## src/rtl/pipelined_ripple_adder.sv

```systemverilog
// Pipelined ripple-carry adder/subtractor: each stage ripples one SEG-bit
// segment and hands its carry, partial sum and remaining operand bits onward.
module pipelined_ripple_adder #(
  parameter int WIDTH = 24,
  parameter int SEG   = 4
) (
  input  logic             clk,
  input  logic             rst_n,
  input  logic             in_valid,
  output logic             in_ready,
  input  logic [WIDTH-1:0] a,
  input  logic [WIDTH-1:0] b,
  input  logic             ci,
  input  logic             sub,
  output logic             out_valid,
  input  logic             out_ready,
  output logic [WIDTH-1:0] sum,
  output logic             co,
  output logic             ovf
);

  localparam int STAGES = WIDTH / SEG;
  localparam int LAST   = STAGES - 1;

  if (SEG < 1 || WIDTH < SEG || (WIDTH % SEG) != 0) begin : g_bad_param
    $error("pipelined_ripple_adder: WIDTH must be a non-zero multiple of SEG");
  end

  // Handshake: a beat moves on a port when valid && ready in the same cycle;
  // valid never depends on ready, and data is held while valid && !ready.
  logic [WIDTH-1:0] b_eff;
  logic             cin;
  logic             accept;

  assign b_eff  = sub ? ~b : b;
  assign cin    = sub | ci;
  assign accept = in_valid && in_ready;

  for (genvar k = 0; k < STAGES; k++) begin : g_stg
    localparam int LO  = k * SEG;
    localparam int REM = WIDTH - (k + 1) * SEG;

    logic              v_q;
    logic              c_q;
    logic              ld;
    logic              adv;
    logic [LO+SEG-1:0] s_q;
    logic [LO+SEG-1:0] s_d;
    logic [SEG-1:0]    seg_a;
    logic [SEG-1:0]    seg_b;
    logic              seg_c;
    logic [SEG:0]      seg_sum;

    assign seg_sum = {1'b0, seg_a} + {1'b0, seg_b} + {{SEG{1'b0}}, seg_c};

    if (k == 0) begin : g_head
      assign ld    = accept;
      assign seg_a = a[SEG-1:0];
      assign seg_b = b_eff[SEG-1:0];
      assign seg_c = cin;
      assign s_d   = seg_sum[SEG-1:0];
    end else begin : g_body
      assign ld    = g_stg[k-1].adv;
      assign seg_a = g_stg[k-1].g_rem.ar_q[SEG-1:0];
      assign seg_b = g_stg[k-1].g_rem.br_q[SEG-1:0];
      assign seg_c = g_stg[k-1].c_q;
      assign s_d   = {seg_sum[SEG-1:0], g_stg[k-1].s_q};
    end

    // A stage may move on when downstream is empty or emptying this cycle.
    if (k == LAST) begin : g_tail
      assign adv = v_q && out_ready;
    end else begin : g_link
      assign adv = v_q && (!g_stg[k+1].v_q || g_stg[k+1].adv);
    end

    always_ff @(posedge clk or negedge rst_n) begin
      if (!rst_n) begin
        v_q <= 1'b0;
        c_q <= 1'b0;
        s_q <= '0;
      end else begin
        if (ld) begin
          v_q <= 1'b1;
        end else if (adv) begin
          v_q <= 1'b0;
        end
        if (ld) begin
          c_q <= seg_sum[SEG];
          s_q <= s_d;
        end
      end
    end

    // Only operand bits not yet consumed travel with the beat.
    if (REM > 0) begin : g_rem
      logic [REM-1:0] ar_q;
      logic [REM-1:0] br_q;
      logic [REM-1:0] ar_d;
      logic [REM-1:0] br_d;

      if (k == 0) begin : g_src
        assign ar_d = a[WIDTH-1:SEG];
        assign br_d = b_eff[WIDTH-1:SEG];
      end else begin : g_src
        assign ar_d = g_stg[k-1].g_rem.ar_q[REM+SEG-1:SEG];
        assign br_d = g_stg[k-1].g_rem.br_q[REM+SEG-1:SEG];
      end

      always_ff @(posedge clk or negedge rst_n) begin
        if (!rst_n) begin
          ar_q <= '0;
          br_q <= '0;
        end else if (ld) begin
          ar_q <= ar_d;
          br_q <= br_d;
        end
      end
    end
  end

  // Carry into the MSB, recovered from the MSB sum bit and its operand bits.
  logic msb_c_q;
  logic msb_c_d;

  assign msb_c_d = g_stg[LAST].seg_a[SEG-1] ^ g_stg[LAST].seg_b[SEG-1]
                 ^ g_stg[LAST].seg_sum[SEG-1];

  always_ff @(posedge clk or negedge rst_n) begin
    if (!rst_n) begin
      msb_c_q <= 1'b0;
    end else if (g_stg[LAST].ld) begin
      msb_c_q <= msb_c_d;
    end
  end

  assign in_ready  = !g_stg[0].v_q || g_stg[0].adv;
  assign out_valid = g_stg[LAST].v_q;
  assign sum       = g_stg[LAST].s_q;
  assign co        = g_stg[LAST].c_q;
  assign ovf       = g_stg[LAST].c_q ^ msb_c_q;

endmodule

```

## config.mk

```make
export PLATFORM = sky130hd
export DESIGN_NAME = pipelined_ripple_adder
export DESIGN_NICKNAME = d
export VERILOG_FILES = /design/src/rtl/pipelined_ripple_adder.sv
export SDC_FILE = /design/constraint.sdc
export NUM_CORES = 1
export LEC_CHECK = 0
export BUFFER_PORTS_ARGS = -buffer_cell sky130_fd_sc_hd__buf_2
export CORE_MARGIN = 1.5
export CORE_UTILIZATION = 50
export CTS_CLUSTER_SIZE = 10
export DETAILED_ROUTE_END_ITERATION = 7
export PLACE_DENSITY = 0.8
export SYNTH_ARGS = -nofsm -noshare
export SYNTH_HDL_FRONTEND = slang
export SYNTH_SLANG_ARGS = --single-unit
export TNS_END_PERCENT = 5
```

## constraint.sdc

```tcl
create_clock -name clk -period 3.7 [get_ports clk]
set_input_delay 0.74 -clock clk [delete_from_list [all_inputs] [get_ports clk]]
set_output_delay 0.74 -clock clk [all_outputs]
set_load 0.05 [all_outputs]
```

==> results of run 1 <==
==> flip-flops by register name, indices dropped and copies added (netlist names) <==
register / count
sum: 24
msb_c_q: 1
g_stg.c_q: 5
g_stg.g_rem.ar_q: 60
out_valid: 1
g_stg.g_rem.br_q: 60
g_stg.v_q: 5
co: 1
g_stg.s_q: 60
==> final cells by class <==
| class | instances | area (um2) |
|---|---|---|
| Timing Repair Buffer | 90 | 495 |
| Multi-Input combinational cell | 365 | 3510 |
| Inverter | 24 | 90.1 |
| Fill cell | 1394 | 7570 |
| Sequential cell | 217 | 5430 |
| Clock buffer | 28 | 637 |
| Tap cell | 229 | 287 |
==> kinds of logic after synthesis <==
kind of cell / synth area share (%)
mux: 22.0
fa+ha+maj: 5.06
compound gates: 4.54
xor+xnor: 3.33
flops: 59.0
simple gates: 3.06
buf+inv: 2.99
==> per-layer routing <==
| layer | wire length (um) | track usage [%] | vias to the layer above | part of all wire, % |
|---|---|---|---|---|
| met2 | 7310 | 27.2 | 92 | 47 |
| met1 | 7420 | 24.1 | 2431 | 48 |
| met5 | 0 | 0 | - | 0 |
| met4 | 228 | 4.39 | 0 | 1.5 |
| li1 | - | - | 2342 | - |
| met3 | 519 | 2.56 | 22 | 3.4 |
==> through the flow <==
stage,hold WS [ps],instances,area (um2),power (mW),utilization (%)
6_report,282,953,10500,8.68,58.0
5_1_grt,350,953,10500,9.25,58.0
3_5_place_dp,467,925,9820,6.74,54.5
4_1_cts,319,953,10500,8.78,58.0
3_3_place_gp,463,925,9820,6.52,54.5
2_1_floorplan,444,635,9210,5.97,-
==> power groups by stage <==
stage	clock network, mW	logic, mW	registers [mW]
after floorplan	0	1.81	4.16
after global placement	0	2.69	3.82
after detailed placement	0	2.84	3.89
after CTS	2.05	2.87	3.87
after global routing	2.14	3.13	3.98
final	2.00	2.82	3.86
==> worst paths after layout <==
check,from,end,depth (start not counted)
min in group clk,sum[21],sum[21],2
min,rst_n,sum[11],1
min reg2reg,sum[21],sum[21],2
max reg2reg,g_stg[2].v_q,g_stg[1].g_rem.ar_q[9],4
max,sub,g_stg[0].c_q,7
max in group asynchronous,rst_n,g_stg[1].c_q,2
==> cells in the final DEF, fill, tap and decap left out, types with 13 or more instances in the layout <==
| cell type | instances |
|---|---|
| sky130_fd_sc_hd__dfrtp_1 | 217 |
| sky130_fd_sc_hd__mux2_2 | 130 |
| sky130_fd_sc_hd__buf_2 | 80 |
| sky130_fd_sc_hd__nand2_1 | 42 |
| sky130_fd_sc_hd__o21ai_0 | 40 |
| sky130_fd_sc_hd__mux2_4 | 37 |
| sky130_fd_sc_hd__clkbuf_16 | 25 |
| sky130_fd_sc_hd__inv_1 | 24 |
| sky130_fd_sc_hd__xnor2_1 | 23 |
| sky130_fd_sc_hd__ha_1 | 18 |
| sky130_fd_sc_hd__a21oi_1 | 13 |
==> impl_metrics.sql, run 1 <==
INSERT INTO impl_metrics (metric_group, metric, value, unit) VALUES
('outcome', 'status', 'finished, final reports clean', ''),
('layout', 'flow.area_growth_from_synthesis', '13.5', '%'),
('routing', 'detail_route.iter0.violations', '195', ''),
('power_and_ir_drop', 'p_leak', '4.85', 'nW'),
('logic_synthesis', 'synth_enable_flop_cells', '0', ''),
('logic_synthesis', 'post_synth_main_area_contributors', 'sky130_fd_sc_hd__dfrtp_1 (59%), sky130_fd_sc_hd__mux2_2 (16%), sky130_fd_sc_hd__mux2_4 (6.0%), sky130_fd_sc_hd__fa_1 (2.6%), sky130_fd_sc_hd__ha_1 (2.4%)', ''),
('cts', 'numCtsBuffers', '25', ''),
('worst_setup_path', 'critical_path.slowest_cell', 'sky130_fd_sc_hd__buf_2', ''),
('grt', 'antenna_found_initial', '0', ''),
('worst_setup_path', 'critical_path_class', 'in2reg', ''),
('worst_setup_path', 'critical_path.most_common_cell', 'sky130_fd_sc_hd__fa_1', ''),
('worst_setup_path', 'worst-path-buf-inv', '1', ''),
('power_and_ir_drop', 'pwr_density_cell', '830', 'nW/um2'),
('die', 'die_area', '19200', 'um2'),
('cts', 'clk_latency', '490', 'ps'),
('timing', 'timing.slew.headroom', '17.8', '%'),
('grt', 'wire_length_of_the_first_global_routing_pass', '26800', 'um'),
('power_and_ir_drop', 'power.net_switching', '2.84', 'mW'),
('logic_synthesis', 'synth_flop_type', 'sky130_fd_sc_hd__dfrtp_1', ''),
('grt', 'grt_start_max_net_pins', '108', ''),
('die', 'core_area', '18000', 'um2'),
('timing', 'final_hold_viol_count', '0', ''),
('logic_synthesis', 'post-synth-top-area-fraction', '59.0', '%'),
('power_and_ir_drop', 'comb_power_share', '32.5', '%'),
('grt', 'grt_pass1_vias', '5212', ''),
('timing', 'fin_setup_tns', '0', 'ps'),
('worst_setup_path', 'crit_fanout', '25', ''),
('worst_setup_path', 'reg2reg_setup_slack', '1420', 'ps'),
('routing', 'ant_nets', '0', ''),
('cts', 'post_cts_resized', '0', ''),
('worst_setup_path', 'longest_individual_stage_delay_on_the_worst_path', '520', 'ps'),
('worst_setup_path', 'cp_data_required_time', '4040', 'ps'),
('cts', 'cts-root-to-sink-buffers', '3', ''),
('die', 'floorplan.initialDensity', '51.1', '%'),
('logic_synthesis', 'synth.cells.most_frequent', 'sky130_fd_sc_hd__dfrtp_1 (217), sky130_fd_sc_hd__mux2_2 (130), sky130_fd_sc_hd__nand2_1 (42)', ''),
('timing', 'final-setup-viol-count', '0', ''),
('timing', 'grt_setup_unrepaired', 'no', ''),
('logic_synthesis', 'async_flop_share', '100', '%'),
('timing', 'post-route-worst-setup-slack', '1270', 'ps'),
('worst_setup_path', 'setup.worst_path.start_class', 'primary input', ''),
('logic_synthesis', 'post_synth_inst_count', '635', ''),
('logic_synthesis', 'yosys.cell_count.top_type', 'sky130_fd_sc_hd__dfrtp_1', ''),
('power_and_ir_drop', 'p_sw_share', '32.7', '%'),
('layout', 'num_antenna_cells', '0', ''),
('die', 'die_width', '139', 'um'),
('timing', 'worst_setup_skew_after_layout', '5.26', 'ps'),
('placement', 'finalWeightedCongestion', '0.741', ''),
('cts', 'number_of_buffers_inserted_for_hold_repair_after_clock_tree_synthesis', '0', ''),
('timing', 'timing_worst_slew_pin_value', '1230', 'ps'),
('logic_synthesis', 'ys_seq_elements', '217', ''),
('logic_synthesis', 'yosys.area.top_type', 'sky130_fd_sc_hd__dfrtp_1', ''),
('die', 'io_pins', '82', ''),
('die', 'placement_row_count', '49', ''),
('power_and_ir_drop', 'p_int', '5.84', 'mW'),
('worst_setup_path', 'cp_top_family', 'adder cells', ''),
('routing', 'drt_drc_violations_left', '0', ''),
('die', 'die_height', '139', 'um'),
('logic_synthesis', 'synth_sequential_area_ratio', '59.0', '%'),
('timing', 'timing.final.crit_share', '65.6', '%'),
('cts', 'clk_root_buffer_cell', 'sky130_fd_sc_hd__clkbuf_16', ''),
('layout', 'share_of_layout_cells_above_drive_strength_1', '39.8', '%'),
('cts', 'cts_setup_buffers', '0', ''),
('power_and_ir_drop', 'seq_power_share', '44.4', '%'),
('power_and_ir_drop', 'power_share_of_the_clock_group', '23.1', '%'),
('cts', 'path_clk_slew', '50', 'ps'),
('cts', 'tritoncts', 'yes', ''),
('worst_setup_path', 'crit_chain', 'buf_2 > xor2_1 > fa_1 > fa_1 > a21o_1 > a21oi_1 > o21ai_0', ''),
('logic_synthesis', 'yosys_warnings', '0', ''),
('cts', 'cts_htree_levels', '1', ''),
('routing', 'wl', '15500', 'um'),
('worst_setup_path', 'worst-endpoint-arrival', '2770', 'ps');
Power figures use the tool's default switching activity.
==> inputs of run 2 (changes only) <==
clock period = 2.4 ns   (was 3.7 ns; I/O delays follow)
==> run 2 against run 1 <==
Register-to-register slack got worse by 900 ps. Die area unchanged. Via count increased by 1.3%. Global-route usage increased by 0.32 points. Worst setup slack got worse by 1100 ps. Clock power increased by 55%. Non-clock buffer count increased by 4. Final area increased by 0.84%. Hold slack got worse by 59 ps. Critical path type is now reg2out. Largest cell class unchanged.
==> impl_metrics.sql, run 2 (same netlist as run 1, synthesis figures left out) <==
INSERT INTO impl_metrics (metric_group, metric, value, unit) VALUES
('outcome', 'status', 'finished, final reports clean', ''),
('grt', 'grt.total_usage', '17.1', '%'),
('cts', 'cts_htree_levels', '1', ''),
('cts', 'cts-root-to-sink-buffers', '3', ''),
('die', 'io_pins', '82', ''),
('grt', 'globalRouteOverflowTotal', '0', ''),
('worst_setup_path', 'reg2reg_setup_slack', '520', 'ps'),
('grt', 'antenna_found_initial', '0', ''),
('power_and_ir_drop', 'pwr_density_cell', '1280', 'nW/um2'),
('layout', 'final_area', '10500', 'um2'),
('layout', 'share_of_layout_cells_above_drive_strength_1', '40.2', '%'),
('placement', 'dp.final_hpwl', '10800', 'um'),
('layout', 'fill_cells', '1385', ''),
('timing', 'period_minus_slack', '2190', 'ps'),
('cts', 'path_clk_slew', '50', 'ps'),
('power_and_ir_drop', 'p_leak', '4.90', 'nW'),
('grt', 'grt_start_max_net_pins', '77', ''),
('layout', 'final_common_cell', 'sky130_fd_sc_hd__dfrtp_1', ''),
('die', 'die_width', '139', 'um'),
('cts', 'clk_latency', '490', 'ps'),
('cts', 'cts.sinks', '217', ''),
('routing', 'wl', '15600', 'um'),
('cts', 'post_cts_resized', '0', ''),
('cts', 'numCtsBuffers', '25', ''),
('die', 'die_area', '19200', 'um2'),
('worst_setup_path', 'worst-endpoint-arrival', '1710', 'ps'),
('grt', 'wire_length_of_the_first_global_routing_pass', '27400', 'um'),
('cts', 'tritoncts', 'yes', ''),
('timing', 'timing.slew.headroom', '73.4', '%'),
('die', 'core_area', '18000', 'um2'),
('timing', 'final-setup-viol-count', '0', ''),
('worst_setup_path', 'crit_fanout', '7', ''),
('routing', 'ant_nets', '0', ''),
('routing', 'drt_first_pass_iters', '4', ''),
('die', 'die_height', '139', 'um'),
('worst_setup_path', 'critical_path_class', 'reg2out', ''),
('job', 'maxCapViolCount', '0', ''),
('timing', 'timing.final.crit_share', '91.1', '%'),
('routing', 'detail_route.iter0.violations', '217', ''),
('power_and_ir_drop', 'report.power.total', '13.5', 'mW'),
('die', 'placement_row_count', '49', ''),
('routing', 'detail_route.wl_per_cell', '16.3', 'um'),
('timing', 'worst_setup_skew_after_layout', '5.53', 'ps'),
('min_path', 'hold_path.class', 'in2reg', ''),
('worst_setup_path', 'cp_data_required_time', '1920', 'ps'),
('timing', 'timing_worst_slew_pin_value', '399', 'ps'),
('layout', 'reg_top3', 'g_stg.g_rem.ar_q: 60 flops, g_stg.g_rem.br_q: 60 flops, g_stg.s_q: 60 flops', ''),
('layout', 'num_antenna_cells', '0', ''),
('timing', 'timing_max_transition_violations_final', '0', ''),
('placement', 'finalWeightedCongestion', '0.793', ''),
('layout', 'flow.area_growth_from_synthesis', '14.5', '%'),
('timing', 'achievable-frequency', '457', 'MHz'),
('timing', 'grt_setup_unrepaired', 'no', ''),
('die', 'floorplan.initialDensity', '51.1', '%'),
('placement', 'area_of_placed_instances', '9890', 'um2'),
('routing', 'drt_drc_violations_left', '0', ''),
('routing', 'drt-vias-per-instance', '5.18', ''),
('timing', 'final_worst_hold_slack', '223', 'ps'),
('timing', 'fin_setup_tns', '0', 'ps'),
('timing', 'final_hold_viol_count', '0', ''),
('routing', 'detailroute.via_count', '4949', ''),
('worst_setup_path', 'critical_path.endpoint_type', 'output pin', ''),
('cts', 'clk_root_buffer_cell', 'sky130_fd_sc_hd__clkbuf_16', ''),
('layout', 'final_core_util', '58.5', '%'),
('grt', 'grt_pass1_vias', '5545', ''),
('power_and_ir_drop', 'power.ir.vdd_worst', '0.000633', 'V'),
('layout', 'layout_common_cells', 'sky130_fd_sc_hd__dfrtp_1 (217), sky130_fd_sc_hd__mux2_2 (130), sky130_fd_sc_hd__buf_2 (80)', ''),
('placement', 'numPortBuffers', '81', ''),
('cts', 'cts_setup_buffers', '0', ''),
('worst_setup_path', 'setup.worst_path.start_class', 'flip-flop', ''),
('layout', 'final_nets', '811', '');
[run 2: per-layer routing]
layer	GRT usage, %	vias up	wire [um]
met2	28.7	105	7420
met3	3.31	19	688
met4	4.66	0	284
li1	-	2345	-
met1	23.1	2480	7230
met5	0	-	0
[run 2: path summary, 6_finish.rpt]
| kind | start | to | cells past startpoint |
|---|---|---|---|
| setup / recovery | out_valid | in_ready | 4 |
| hold / removal | a[19] | g_stg[0].g_rem.ar_q[15] | 2 |
| setup reg to reg | g_stg[1].c_q | g_stg[2].c_q | 5 |
| hold reg to reg | sum[21] | sum[21] | 2 |
| max in group asynchronous | rst_n | g_stg[1].g_rem.ar_q[9] | 3 |
| min in group asynchronous | rst_n | sum[8] | 2 |
[run 2: timing repair]
item	4_1_cts	5_1_grt
endpoints found under the hold margin	39	0
setup endpoints to repair	0	0
hold buffers	1	0
[run 2: cell type report]
cell class / count / area (um2) / share of cell area [%]
clock buffer: 27 / 643 / 6.10
inverter: 24 / 90.1 / 0.855
multi-input combinational: 365 / 3510 / 33.3
sequential: 217 / 5430 / 51.5
tap: 229 / 287 / 2.72
timing repair buffer: 94 / 577 / 5.47
[run 2: critical path, cell delays in order (launching register included)]
cell and delay, ps:
sky130_fd_sc_hd__dfrtp_1 420, sky130_fd_sc_hd__nand4b_4 200, sky130_fd_sc_hd__nor2_1 200, sky130_fd_sc_hd__nand3_1 150, sky130_fd_sc_hd__buf_2 250
[run 2: power breakdown]
part | switching [mW] | total, mW | internal, mW | leakage [nW]
Clock | 1.24 | 3.10 | 1.86 | 0.316
Sequential | 0.857 | 5.95 | 5.09 | 2.59
Combinational | 2.31 | 4.41 | 2.11 | 1.99
Total | 4.40 | 13.5 | 9.06 | 4.90
[run 2: through the flow]
stage	std cells	setup WS (ps)
6_report	956	213
5_1_grt	956	134
4_1_cts	956	196
3_5_place_dp	928	96.6
3_3_place_gp	928	146
2_1_floorplan	635	6.29
==> inputs of run 3 (changes only) <==
ABC_CLOCK_PERIOD_IN_PS = 2400   (was unset)
SETUP_SLACK_MARGIN = 0.3   (was unset)
==> run 3 against run 2 <==
Power up 0.11%. Sequential power about the same. Hold slack worse by 7.4 ps. Critical path depth unchanged. Core utilization up 0.20 points. Clock-buffer cell count unchanged. Sequential share of layout area down 0.15 points. Combinational power about the same.
==> impl_metrics.sql, run 3 (same netlist as run 1, synthesis figures left out) <==
INSERT INTO impl_metrics (metric_group, metric, value, unit) VALUES
('cts', 'cts-root-to-sink-buffers', '3', ''),
('die', 'io_pins', '82', ''),
('timing', 'fin_setup_tns', '0', 'ps'),
('power_and_ir_drop', 'report.power.total', '13.5', 'mW'),
('worst_setup_path', 'reg2reg_from', 'g_stg[1].c_q', ''),
('grt', 'grt.total_usage', '16.8', '%'),
('timing', 'timing_worst_slew_pin_value', '567', 'ps'),
('min_path', 'hold_end', 'g_stg[0].g_rem.ar_q[13]', ''),
('worst_setup_path', 'setup.worst_path.start_class', 'flip-flop', ''),
('routing', 'drt-vias-per-instance', '5.15', ''),
('min_path', 'worst_min_path_start', 'a[17]', ''),
('grt', 'grt_start_max_net_pins', '77', ''),
('power_and_ir_drop', 'power.ir.vdd_worst', '0.000607', 'V'),
('placement', 'finalWeightedCongestion', '0.778', ''),
('placement', 'placed_cells', '928', ''),
('layout', 'layout_common_cells', 'sky130_fd_sc_hd__dfrtp_1 (215), sky130_fd_sc_hd__mux2_2 (130), sky130_fd_sc_hd__buf_2 (79)', ''),
('cts', 'clk_root_buffer_cell', 'sky130_fd_sc_hd__clkbuf_16', ''),
('min_path', 'whs_path_depth', '2', ''),
('timing', 'timing.final.crit_share', '83.8', '%'),
('worst_setup_path', 'longest_individual_stage_delay_on_the_worst_path', '380', 'ps'),
('routing', 'drt_drc_violations_left', '0', ''),
('power_and_ir_drop', 'p_int', '9.07', 'mW'),
('grt', 'wire_length_of_the_first_global_routing_pass', '27000', 'um'),
('timing', 'period_minus_slack', '2010', 'ps'),
('power_and_ir_drop', 'power.net_switching', '4.41', 'mW'),
('layout', 'reg_top3', 'g_stg.g_rem.ar_q: 60 flops, g_stg.g_rem.br_q: 60 flops, g_stg.s_q: 60 flops', ''),
('cts', 'tritoncts', 'yes', ''),
('timing', 'post-route-worst-setup-slack', '390', 'ps'),
('layout', 'final_area', '10600', 'um2'),
('placement', 'placement.setup.worst_slack', '129', 'ps'),
('timing', 'final_worst_hold_slack', '215', 'ps'),
('power_and_ir_drop', 'p_leak', '4.91', 'nW'),
('worst_setup_path', 'r2r_cells', '5', ''),
('cts', 'numCtsBuffers', '25', ''),
('worst_setup_path', 'reg2reg_setup_slack', '560', 'ps'),
('min_path', 'hold_path.class', 'in2reg', ''),
('power_and_ir_drop', 'comb_power_share', '32.8', '%'),
('job', 'maxCapViolCount', '0', ''),
('power_and_ir_drop', 'p_sw_share', '32.7', '%'),
('timing', 'worst_setup_skew_after_layout', '9.32', 'ps'),
('worst_setup_path', 'crit_chain', 'inv_1 > nor2_2 > nand3_1 > buf_4', ''),
('routing', 'ant_nets', '0', ''),
('die', 'floorplan.initialDensity', '51.1', '%'),
('layout', 'share_of_layout_cells_above_drive_strength_1', '40.9', '%'),
('layout', 'post_layout_nonfiller_instances', '957', ''),
('timing', 'grt_setup_unrepaired', 'no', ''),
('grt', 'antenna_found_initial', '0', ''),
('die', 'core_area', '18000', 'um2'),
('grt', 'grt_pass1_vias', '5429', ''),
('power_and_ir_drop', 'pwr_density_cell', '1270', 'nW/um2'),
('timing', 'timing_max_transition_violations_final', '0', ''),
('worst_setup_path', 'cp_data_required_time', '1920', 'ps'),
('placement', 'dp.final_hpwl', '10700', 'um'),
('power_and_ir_drop', 'seq_power_share', '44.1', '%'),
('routing', 'wl', '15500', 'um'),
('layout', 'final_core_util', '58.7', '%'),
('layout', 'final_common_cell', 'sky130_fd_sc_hd__dfrtp_1', ''),
('die', 'placement_row_count', '49', ''),
('timing', 'final-setup-viol-count', '0', ''),
('grt', 'globalRouteOverflowTotal', '0', ''),
('die', 'die_area', '19200', 'um2'),
('routing', 'drt_first_pass_iters', '4', ''),
('routing', 'detail_route.wl_per_cell', '16.2', 'um'),
('worst_setup_path', 'critical_path_class', 'reg2out', ''),
('cts', 'clk_latency', '500', 'ps'),
('layout', 'final_nets', '812', ''),
('routing', 'detail_route.iter0.violations', '199', ''),
('layout', 'flow.area_growth_from_synthesis', '14.9', '%'),
('power_and_ir_drop', 'power_share_of_the_clock_group', '23.2', '%'),
('placement', 'area_of_placed_instances', '9910', 'um2'),
('worst_setup_path', 'worst-endpoint-arrival', '1530', 'ps'),
('die', 'die_width', '139', 'um'),
('worst_setup_path', 'r2r_end', 'g_stg[2].c_q', ''),
('cts', 'cts_htree_levels', '1', ''),
('worst_setup_path', 'crit_fanout', '6', ''),
('outcome', 'status', 'finished, final reports clean', ''),
('timing', 'timing.slew.headroom', '62.2', '%'),
('routing', 'detailroute.via_count', '4931', ''),
('die', 'die_height', '139', 'um'),
('worst_setup_path', 'critical_path.endpoint_type', 'output pin', ''),
('worst_setup_path', 'critical_path.slowest_cell', 'sky130_fd_sc_hd__dfrtp_1', ''),
('cts', 'cts.sinks', '217', ''),
('cts', 'path_clk_slew', '50', 'ps'),
('placement', 'numPortBuffers', '81', ''),
('timing', 'achievable-frequency', '497', 'MHz'),
('timing', 'final_hold_viol_count', '0', ''),
('layout', 'num_antenna_cells', '0', '');
run 3: cell types whose count changed in the layout (fill, tap and decap cells not counted), sizes merged:
cell and delta:
clkbuf -1, buf +2
run 3: power groups by stage:
stage	combinational, mW	sequential (mW)	clock [mW]
floorplan	2.80	6.41	0
global placement	4.21	5.90	0
detailed placement	4.43	6.00	0
CTS	4.49	5.95	3.21
global route	4.84	6.12	3.34
finish	4.42	5.94	3.12
run 3: worst max-delay path: cells and delay by family (launching register included):
kind | cells | cell delay [ps]
AND/OR/NAND/NOR | 2 | 210
flip-flops | 1 | 380
buffers and inverters | 2 | 450
run 3: metal layers:
metal	vias to the layer above	GRT usage, %	share of wire [%]
li1	2352	-	-
met1	2462	23.9	48
met4	0	4.82	1.7
met5	-	0	0
met3	25	2.90	3.8
met2	92	26.8	47
run 3: final cells by class:
| class | instances | area (um2) |
|---|---|---|
| Clock buffer | 27 | 643 |
| Fill cell | 1394 | 7450 |
| Inverter | 24 | 90.1 |
| Multi-Input combinational cell | 365 | 3520 |
| Sequential cell | 217 | 5430 |
| Tap cell | 229 | 287 |
| Timing Repair Buffer | 95 | 601 |
run 3: worst max-delay path by stage:
| stage | startpoint | endpoint | slack (ps) |
|---|---|---|---|
| after floorplan | sub | g_stg[0].c_q | 160 |
| after global placement | sub | g_stg[0].s_q[3] | 260 |
| after detailed placement | sub | g_stg[0].s_q[3] | 130 |
| after CTS | g_stg[2].v_q | in_ready | 360 |
| after global routing | g_stg[2].v_q | in_ready | 310 |
| final | g_stg[2].v_q | in_ready | 390 |
run 3: timing repair:
item / CTS / global route
resized for setup: 3 / 1
hold buffers: 1 / 0
buffers inserted: 1 / 0
endpoints found under the setup margin: 1 / 1
pin swaps: 1 / 0
hold endpoints to repair: 72 / 0
